--- config.mk ---
export PLATFORM = sky130hd
export DESIGN_NAME = prog_gpio_v2
export DESIGN_NICKNAME = d
export VERILOG_FILES = /design/src/rtl/prog_gpio_pkg.sv /design/src/rtl/prog_gpio_v2_filter.sv /design/src/rtl/prog_gpio_v2.sv
export SDC_FILE = /design/constraint.sdc
export NUM_CORES = 1
export LEC_CHECK = 0
export CAP_MARGIN = 20
export CELL_PAD_IN_SITES_DETAIL_PLACEMENT = 0
export CELL_PAD_IN_SITES_GLOBAL_PLACEMENT = 2
export CORE_MARGIN = 1.5
export CORE_UTILIZATION = 41
export CTS_CLUSTER_DIAMETER = 150
export DETAILED_ROUTE_END_ITERATION = 16
export GPL_TIMING_DRIVEN = 0
export PLACE_DENSITY_LB_ADDON = 0.15
export SYNTH_ARGS = -nofsm -noshare
export SYNTH_HDL_FRONTEND = slang
export SYNTH_SLANG_ARGS = --single-unit
--- constraint.sdc ---
create_clock -name clk -period 2.8 [get_ports clk]
set_input_delay 0.28 -clock clk [delete_from_list [all_inputs] [get_ports clk]]
set_output_delay 0.28 -clock clk [all_outputs]
set_load 0.02 [all_outputs]
--- src/rtl/prog_gpio_pkg.sv ---
// Register map and address width shared by the GPIO block.
// Offsets are byte addresses on the Avalon-MM slave.
package prog_gpio_pkg;

  localparam int ADDR_W = 6;

  localparam logic [ADDR_W-1:0] REG_DATA = 6'h00;
  localparam logic [ADDR_W-1:0] REG_DIR  = 6'h04;
  localparam logic [ADDR_W-1:0] REG_MASK = 6'h08;
  localparam logic [ADDR_W-1:0] REG_POL  = 6'h0C;
  localparam logic [ADDR_W-1:0] REG_EDGE = 6'h10;
  localparam logic [ADDR_W-1:0] REG_STAT = 6'h14;
  localparam logic [ADDR_W-1:0] REG_SET  = 6'h18;
  localparam logic [ADDR_W-1:0] REG_CLR  = 6'h1C;
  localparam logic [ADDR_W-1:0] REG_FILT = 6'h20;

endpackage

--- src/rtl/prog_gpio_v2_filter.sv ---
// Per-pin input conditioning: 2-flop synchroniser then glitch filter.
// Ports: clk, rst_n, filt (required count), pin (async), level (filtered).
module gpio_filter #(
  parameter int FILT_W = 8
) (
  input  logic              clk,
  input  logic              rst_n,
  input  logic [FILT_W-1:0] filt,
  input  logic              pin,
  output logic              level
);

  logic              s1;
  logic              s2;
  logic [FILT_W-1:0] cnt;

  // level follows s2 only after filt+1 consecutive differing samples;
  // comparing against the live filt lets a new count take effect at once
  always_ff @(posedge clk or negedge rst_n) begin
    if (!rst_n) begin
      s1    <= 1'b0;
      s2    <= 1'b0;
      cnt   <= '0;
      level <= 1'b0;
    end else begin
      s1 <= pin;
      s2 <= s1;
      if (s2 == level) begin
        cnt <= '0;
      end else if (cnt >= filt) begin
        level <= s2;
        cnt   <= '0;
      end else begin
        cnt <= cnt + FILT_W'(1);
      end
    end
  end

endmodule

--- src/rtl/prog_gpio_v2.sv ---
// Avalon-MM programmable GPIO with filtered inputs and interrupts.
// Ports: clk, reset_n, avs_* slave, irq, pio_o, pio_i.
module prog_gpio_v2
  import prog_gpio_pkg::*;
#(
  parameter int               WIDTH   = 32,
  parameter int               FILT_W  = 8,
  parameter logic [WIDTH-1:0] OUT_RST = '0
) (
  input  logic              clk,
  input  logic              reset_n,
  input  logic [ADDR_W-1:0] avs_address,
  input  logic              avs_write,
  input  logic [31:0]       avs_writedata,
  input  logic              avs_read,
  output logic [31:0]       avs_readdata,
  output logic              irq,
  output logic [WIDTH-1:0]  pio_o,
  input  logic [WIDTH-1:0]  pio_i
);

  logic [WIDTH-1:0]  out_reg;
  logic [WIDTH-1:0]  dir;
  logic [WIDTH-1:0]  mask;
  logic [WIDTH-1:0]  pol;
  logic [WIDTH-1:0]  edge_sel;
  logic [WIDTH-1:0]  status;
  logic [WIDTH-1:0]  in_filt;
  logic [WIDTH-1:0]  prev;
  logic [FILT_W-1:0] filt;

  logic [WIDTH-1:0]  wd;
  logic [WIDTH-1:0]  w1c;
  logic [WIDTH-1:0]  evt;
  logic [WIDTH-1:0]  edge_evt;
  logic [WIDTH-1:0]  lvl_evt;
  logic [31:0]       rdata;

  for (genvar i = 0; i < WIDTH; i++) begin : g_pin
    gpio_filter #(
      .FILT_W(FILT_W)
    ) u_filt (
      .clk  (clk),
      .rst_n(reset_n),
      .filt (filt),
      .pin  (pio_i[i]),
      .level(in_filt[i])
    );
  end

  assign wd    = avs_writedata[WIDTH-1:0];
  assign pio_o = out_reg & dir;

  assign w1c = (avs_write && avs_address == REG_STAT) ? wd : '0;

  // pol=0: rising / high active; pol=1: falling / low active
  assign edge_evt = (in_filt & ~prev & ~pol)
                  | (~in_filt & prev & pol);
  assign lvl_evt  = in_filt ^ pol;
  assign evt      = (edge_sel & edge_evt)
                  | (~edge_sel & lvl_evt);

  always_comb begin
    rdata = '0;
    unique case (1'b1)
      avs_address == REG_DATA:
        rdata = 32'((out_reg & dir) | (in_filt & ~dir));
      avs_address == REG_DIR:  rdata = 32'(dir);
      avs_address == REG_MASK: rdata = 32'(mask);
      avs_address == REG_POL:  rdata = 32'(pol);
      avs_address == REG_EDGE: rdata = 32'(edge_sel);
      avs_address == REG_STAT: rdata = 32'(status);
      avs_address == REG_FILT: rdata = 32'(filt);
      default:                 rdata = '0;
    endcase
  end

  always_ff @(posedge clk or negedge reset_n) begin
    if (!reset_n) begin
      out_reg  <= OUT_RST;
      dir      <= '0;
      mask     <= '0;
      pol      <= '0;
      edge_sel <= '0;
      filt     <= '0;
    end else if (avs_write) begin
      unique case (1'b1)
        avs_address == REG_DATA: out_reg  <= wd;
        avs_address == REG_SET:  out_reg  <= out_reg | wd;
        avs_address == REG_CLR:  out_reg  <= out_reg & ~wd;
        avs_address == REG_DIR:  dir      <= wd;
        avs_address == REG_MASK: mask     <= wd;
        avs_address == REG_POL:  pol      <= wd;
        avs_address == REG_EDGE: edge_sel <= wd;
        avs_address == REG_FILT:
          filt <= avs_writedata[FILT_W-1:0];
        default: ;
      endcase
    end
  end

  // a set event in the same cycle as W1C keeps the bit set
  always_ff @(posedge clk or negedge reset_n) begin
    if (!reset_n) begin
      status       <= '0;
      prev         <= '0;
      irq          <= 1'b0;
      avs_readdata <= '0;
    end else begin
      status       <= (status & ~w1c) | evt;
      prev         <= in_filt;
      irq          <= |(status & mask);
      avs_readdata <= avs_read ? rdata : '0;
    end
  end

endmodule

# Word level (Yosys, flattened, before mapping)
# Cells that the tools add are included.
# Widths: inputs -> output; s select.
classes:
  mux: 68
  magnitude_cmp: 32
  add_sub_neg: 32
  n_eq_ne: 40
  reduce_logical: 42
  n_bitwise: 56
op_table:
  columns: ["cell", "count"]
  rows:
  - ["$mux 8", 64]
  - ["$and 32x32->32", 11]
  - ["$add 8x1->8 const B", 32]
  - ["$ge 8x8->1", 32]
  - ["$not 32->32", 7]
  - ["$pmux 32 s7", 1]
  - ["$or 32x32->32", 5]
  - ["$pmux 32 s3", 1]
  - ["$reduce_and 2->1", 38]
  - ["$mux 32", 2]
  - ["$eq 1x1->1", 32]
  - ["$not 1->1", 32]
  - ["$reduce_or 32->1", 1]
  - ["$xor 32x32->32", 1]
  - ["$eq 6x5->1 const B", 4]
  - ["$eq 6x4->1 const B", 2]
  - ["$eq 6x3->1 const B", 1]
  - ["$eq 6x6->1 const B", 1]
  - ["$logic_not 6->1", 1]
  - ["$reduce_bool 3->1", 1]
  - ["$logic_and 1x1->1", 1]
word_totals:
  word_cells: 408
  input_bits: 74
  register_bits: 617

# Depth between registers and ports, before layout
depth:
  word_depth: 7
  ltp_mapped: 7

# Hierarchy
# A second synthesis with hierarchy kept.
unflattened:
  hier_cells: 3009
  hier_area_um2: 33435.8
modules_own_cells:
  columns: ["mod", "area_per_inst_um2", "n_inst", "cells_per_inst", "seq_area_each_um2"]
  rows:
  - ["gpio_filter at g_pin[0].u_filt ...", 669.4, 31, 62, 275.3]
  - ["prog_gpio_v2", 12004.0, 1, 1021, 6631.4]
  - ["gpio_filter at g_pin[30].u_filt", 680.7, 1, 66, 275.3]

# Worst setup path before layout
# No wires, ideal clock.
synth_timing:
  path_kind: "flip-flop to flip-flop"
  start: "register filt[0]"
  end: "register g_pin[0].u_filt.level"
  required_ns: 2.675
  setup_slack_ns: 0.383
  t_arrival_ns: 2.292
  stages_incl_launch_ff: 6
  setup_ns: 0.125
  n_path_buf: 0
  path_cell_list: "dfrtp_1 ha_1 nand2b_1 a2111oi_0 o31ai_1 mux2_2"
synth_between:
  elab_chain_cells: 2
synth_rtl:
  columns: ["item", "line_no", "rtl"]
  rows:
  - ["from (decl)", "prog_gpio_v2.sv:30", "logic [FILT_W-1:0] filt;"]
  - ["from (signal assigned)", "prog_gpio_v2.sv:96", "filt <= avs_writedata[FILT_W-1:0];"]
  - ["$ge 8x8->1", "prog_gpio_v2_filter.sv:30", "end else if (cnt >= filt) begin"]
  - ["$reduce_and 2->1 (no line)", null, null]
  - ["to (signal assigned)", "prog_gpio_v2_filter.sv:24", "level <= 1'b0;"]
  - ["to (signal assigned)", "prog_gpio_v2_filter.sv:31", "level <= s2;"]
  - ["to (decl)", "prog_gpio_v2_filter.sv:10", "output logic level"]
# Every way passes these cells.
# A chain may end at the register's enable or synchronous reset.

# Worst setup path in the final report
layout_timing:
  start: "input port avs_address[5]"
  end: "register avs_readdata[14]"
layout_between:
  elab_chain_cells: 3
layout_rtl:
  columns: ["item", "line_no", "rtl"]
  rows:
  - ["from (decl)", "prog_gpio_v2.sv:12", "input logic [ADDR_W-1:0] avs_address,"]
  - ["$eq 6x6->1, or another cell as far along", "prog_gpio_v2.sv:73", "avs_address == REG_FILT: rdata = 32'(filt);"]
  - ["$pmux 32 s7 (*)", "prog_gpio_v2.sv:65", "unique case (1'b1)"]
  - ["$mux 32 (*)", "prog_gpio_v2.sv:113", "avs_readdata <= avs_read ? rdata : '0;"]
  - ["to (signal assigned)", "prog_gpio_v2.sv:113", null]
  - ["to (decl)", "prog_gpio_v2.sv:16", "output logic [31:0] avs_readdata,"]
# Mark *: on every way between the ends. The rest lies on a longest branch, timed or not.

==> results.yml <==
place:
  numPortBuffers: 136
  gp_congestion: 0.8472
  dp_hpwl_mm: 62.17
  place_ws_ns: -1.113
min_path:
  hold_path.class: "in -> async"
critical_path:
  critPathCaptureType: "register"
  reg2reg_depth: 6
  cp_slowest_cell: "clkbuf_1"
  cp_max_fo: 10
  cp.required_ns: 3.26
  crit_arrival_ns: 3.16
  crit_path_start_kind: "primary input"
  crit_type: "in -> reg"
  crit_chain: "clkdlybuf4s50_1 -> or4_1 -> buf_2 -> nor2_2 -> clkbuf_1 -> nand2_1 -> a21oi_1"
  max_stage_delay_ns: 0.79
die:
  die_h_um: 279.5
  std_cell_rows: 101
  start_util: 0.4135
  die_w_um: 279.5
  die-area_mm2: 0.07814
  core_mm2: 0.07582
  io_pins: 139
grt:
  antenna_found_initial: 8
  grt_pass1_vias: 23090
  globalRouteOverflowTotal: 0
  grt_max_degree: 123
  grt_pass1_wl_mm: 138.8
  grt.total_usage: 0.2315
logic_synthesis:
  ys.flop_type: "dfrtp_1"
  synthCells: 2834
  async_flop_share: 1.000
  yosysSeqAreaShare: 0.4924
  synth-edff-count: 0
  ys_ff_latch: 617
  synth_nets: 3196
  synth_top_area_share: 0.4924
  synth_area_mm2: 0.03135
  yosysWarningCount: 0
  yosysMostFrequentCell: "dfrtp_1"
  synth_top_cell_by_area: "dfrtp_1"
  synth_cell_type_count: 52
  yosys-top-cells-count: "dfrtp_1 (617), nor2_1 (325), ha_1 (288)"
  synth.area.top_cells: "dfrtp_1 (49%), ha_1 (11%), mux2_2 (5.5%)"
  syn_avg_cell_area_um2: 11.06
power_and_ir_drop:
  leakagePower_nw: 16.49
  ir_drop_v: 0.0003731
  p_per_area_mw_per_mm2: 757.8
drt:
  first_pass_iters: 7
  wire_per_inst_um: 21.96
  drt_iter0_markers: 1495
  drc: 0
  wirelength_mm: 90.18
  via_per_inst: 5.562
  detail-route-antenna-nets: 0
  vias: 22840
finish:
  drive_above_1_share: 0.1135
  finalNetCount: 3434
  largest_reg_flops: 256
  fillerInstances: 6852
  fin_util: 0.4882
  area_growth_pct: 18.05
  top_register: "g_pin.u_filt.cnt"
sta:
  setup_viol: 0
  fin_crit_sh: 0.9645
  min_period_ns: 2.700
  slew_headroom: 0.3046
  fin_skew_ns: 0.01281
  finalHoldViolations: 0
  maxSlewViolCount: 0
  fmax_mhz: 370.3
  tightest_slew_ns: 1.043
  worst_slack_ns: 0.09952
clocking:
  clock_path_buffers: 3
  clk_pin_slew_ns: 0.06
  cts_sinks: 617
  cts_tree: "done"
  clk_latency_ns: 0.61
  root_buffer: "clkbuf_16"
  cts_made_buffers: 73
  h-tree-depth: 3
job:
  cap_violations: 0
outcome:
  status: "finished clean"
[layout make-up]
class | instances | area, µm² | area share
sequential | 617 | 15440 | 0.4172
clock buffer | 111 | 2215 | 0.05983
inverter | 113 | 426.7 | 0.01153
multi-input combinational | 2048 | 15400 | 0.4161
timing repair buffer | 163 | 1767 | 0.04773
antenna | 2 | 5.005 | 0.0001352
tap | 978 | 1224 | 0.03306
clock inverter | 19 | 255.2 | 0.006896
buffer | 56 | 276.5 | 0.007471
[power breakdown]
group	switching [mW]	internal, mW	total [mW]
Sequential	1.80	10.3	12.1
Combinational	3.46	2.71	6.17
Clock	3.80	6.00	9.80
[cell usage in the layout, fill, tap and decap left out, types with 45 or more instances in the layout]
master / n
nor2_1: 325
o21ai_0: 100
nand2_1: 111
clkbuf_16: 77
xor2_1: 188
nand3_1: 157
and3_1: 64
clkdlybuf4s50_1: 135
a21oi_1: 110
nand2b_1: 45
o21a_1: 66
mux2_2: 154
inv_1: 106
dfrtp_1: 616
ha_1: 288
[timing repair]
item                                    CTS  global route
hold buffers                              1             0
hold endpoints to repair                224             0
pin swaps                                 1             0
buffers inserted                          1             0
cloned                                    0             0
resized for setup                        10            38
endpoints found under the setup margin  185           190
[kinds of logic after synthesis]
kind of cell / after synthesis / share of synthesized area
compound gates: 538 / 0.1186
xor+xnor: 224 / 0.06257
fa+ha+maj: 288 / 0.1149
buf+inv: 169 / 0.02199
flops: 617 / 0.4924
mux: 190 / 0.06820
simple gates: 808 / 0.1213
[per-stage QoR]
| step | power, mW | area (µm²) | std cells | hold WS, ns | TNS (ns) |
|---|---|---|---|---|---|
| 2_1_floorplan | 15.65 | 31350 | 2834 | -0.01559 | 0 |
| 3_3_place_gp | 17.76 | 33940 | 3948 | 0.3347 | - |
| 3_5_place_dp | 18.09 | 34270 | 3962 | 0.1265 | -57.38 |
| 4_1_cts | 28.15 | 36810 | 4094 | 0.07205 | 0 |
| 5_1_grt | 29.75 | 37010 | 4107 | 0.09054 | -0.003975 |
| 6_report | 28.05 | 37010 | 4107 | 0.1012 | 0 |
[routing by layer]
| layer | GRT usage | share of wire |
|---|---|---|
| met5 | 0 | 0.00092 |
| met4 | 0.07859 | 0.030 |
| met3 | 0.03778 | 0.046 |
| met2 | 0.3718 | 0.46 |
| met1 | 0.3174 | 0.46 |
[worst max-delay path: cells and delay by family]
kind,cells,cell delay (ns)
buffers and inverters,3,1.56
and+or+nand+nor,3,0.89
AOI/OAI and AO/OA,1,0.41
[final timing paths]
| kind | end | startpoint | slack [ns] |
|---|---|---|---|
| setup reg to reg | g_pin[18].u_filt.level$_DFFE_PN0P_ | filt[0]$_DFFE_PN0P_ | 0.18 |
| hold / removal | g_pin[0].u_filt.cnt[5]$_DFF_PN0_ | reset_n | 0.10 |
| setup / recovery | avs_readdata[14]$_DFF_PN0_ | avs_address[5] | 0.1 |
| hold reg to reg | g_pin[16].u_filt.s2$_DFF_PN0_ | g_pin[16].u_filt.s1$_DFF_PN0_ | 0.35 |
| max in group asynchronous | g_pin[14].u_filt.s1$_DFF_PN0_ | reset_n | 0.47 |
| min in group clk | g_pin[13].u_filt.s1$_DFF_PN0_ | pio_i[13] | 0.11 |
No activity file was read; power rests on OpenSTA's default activity.
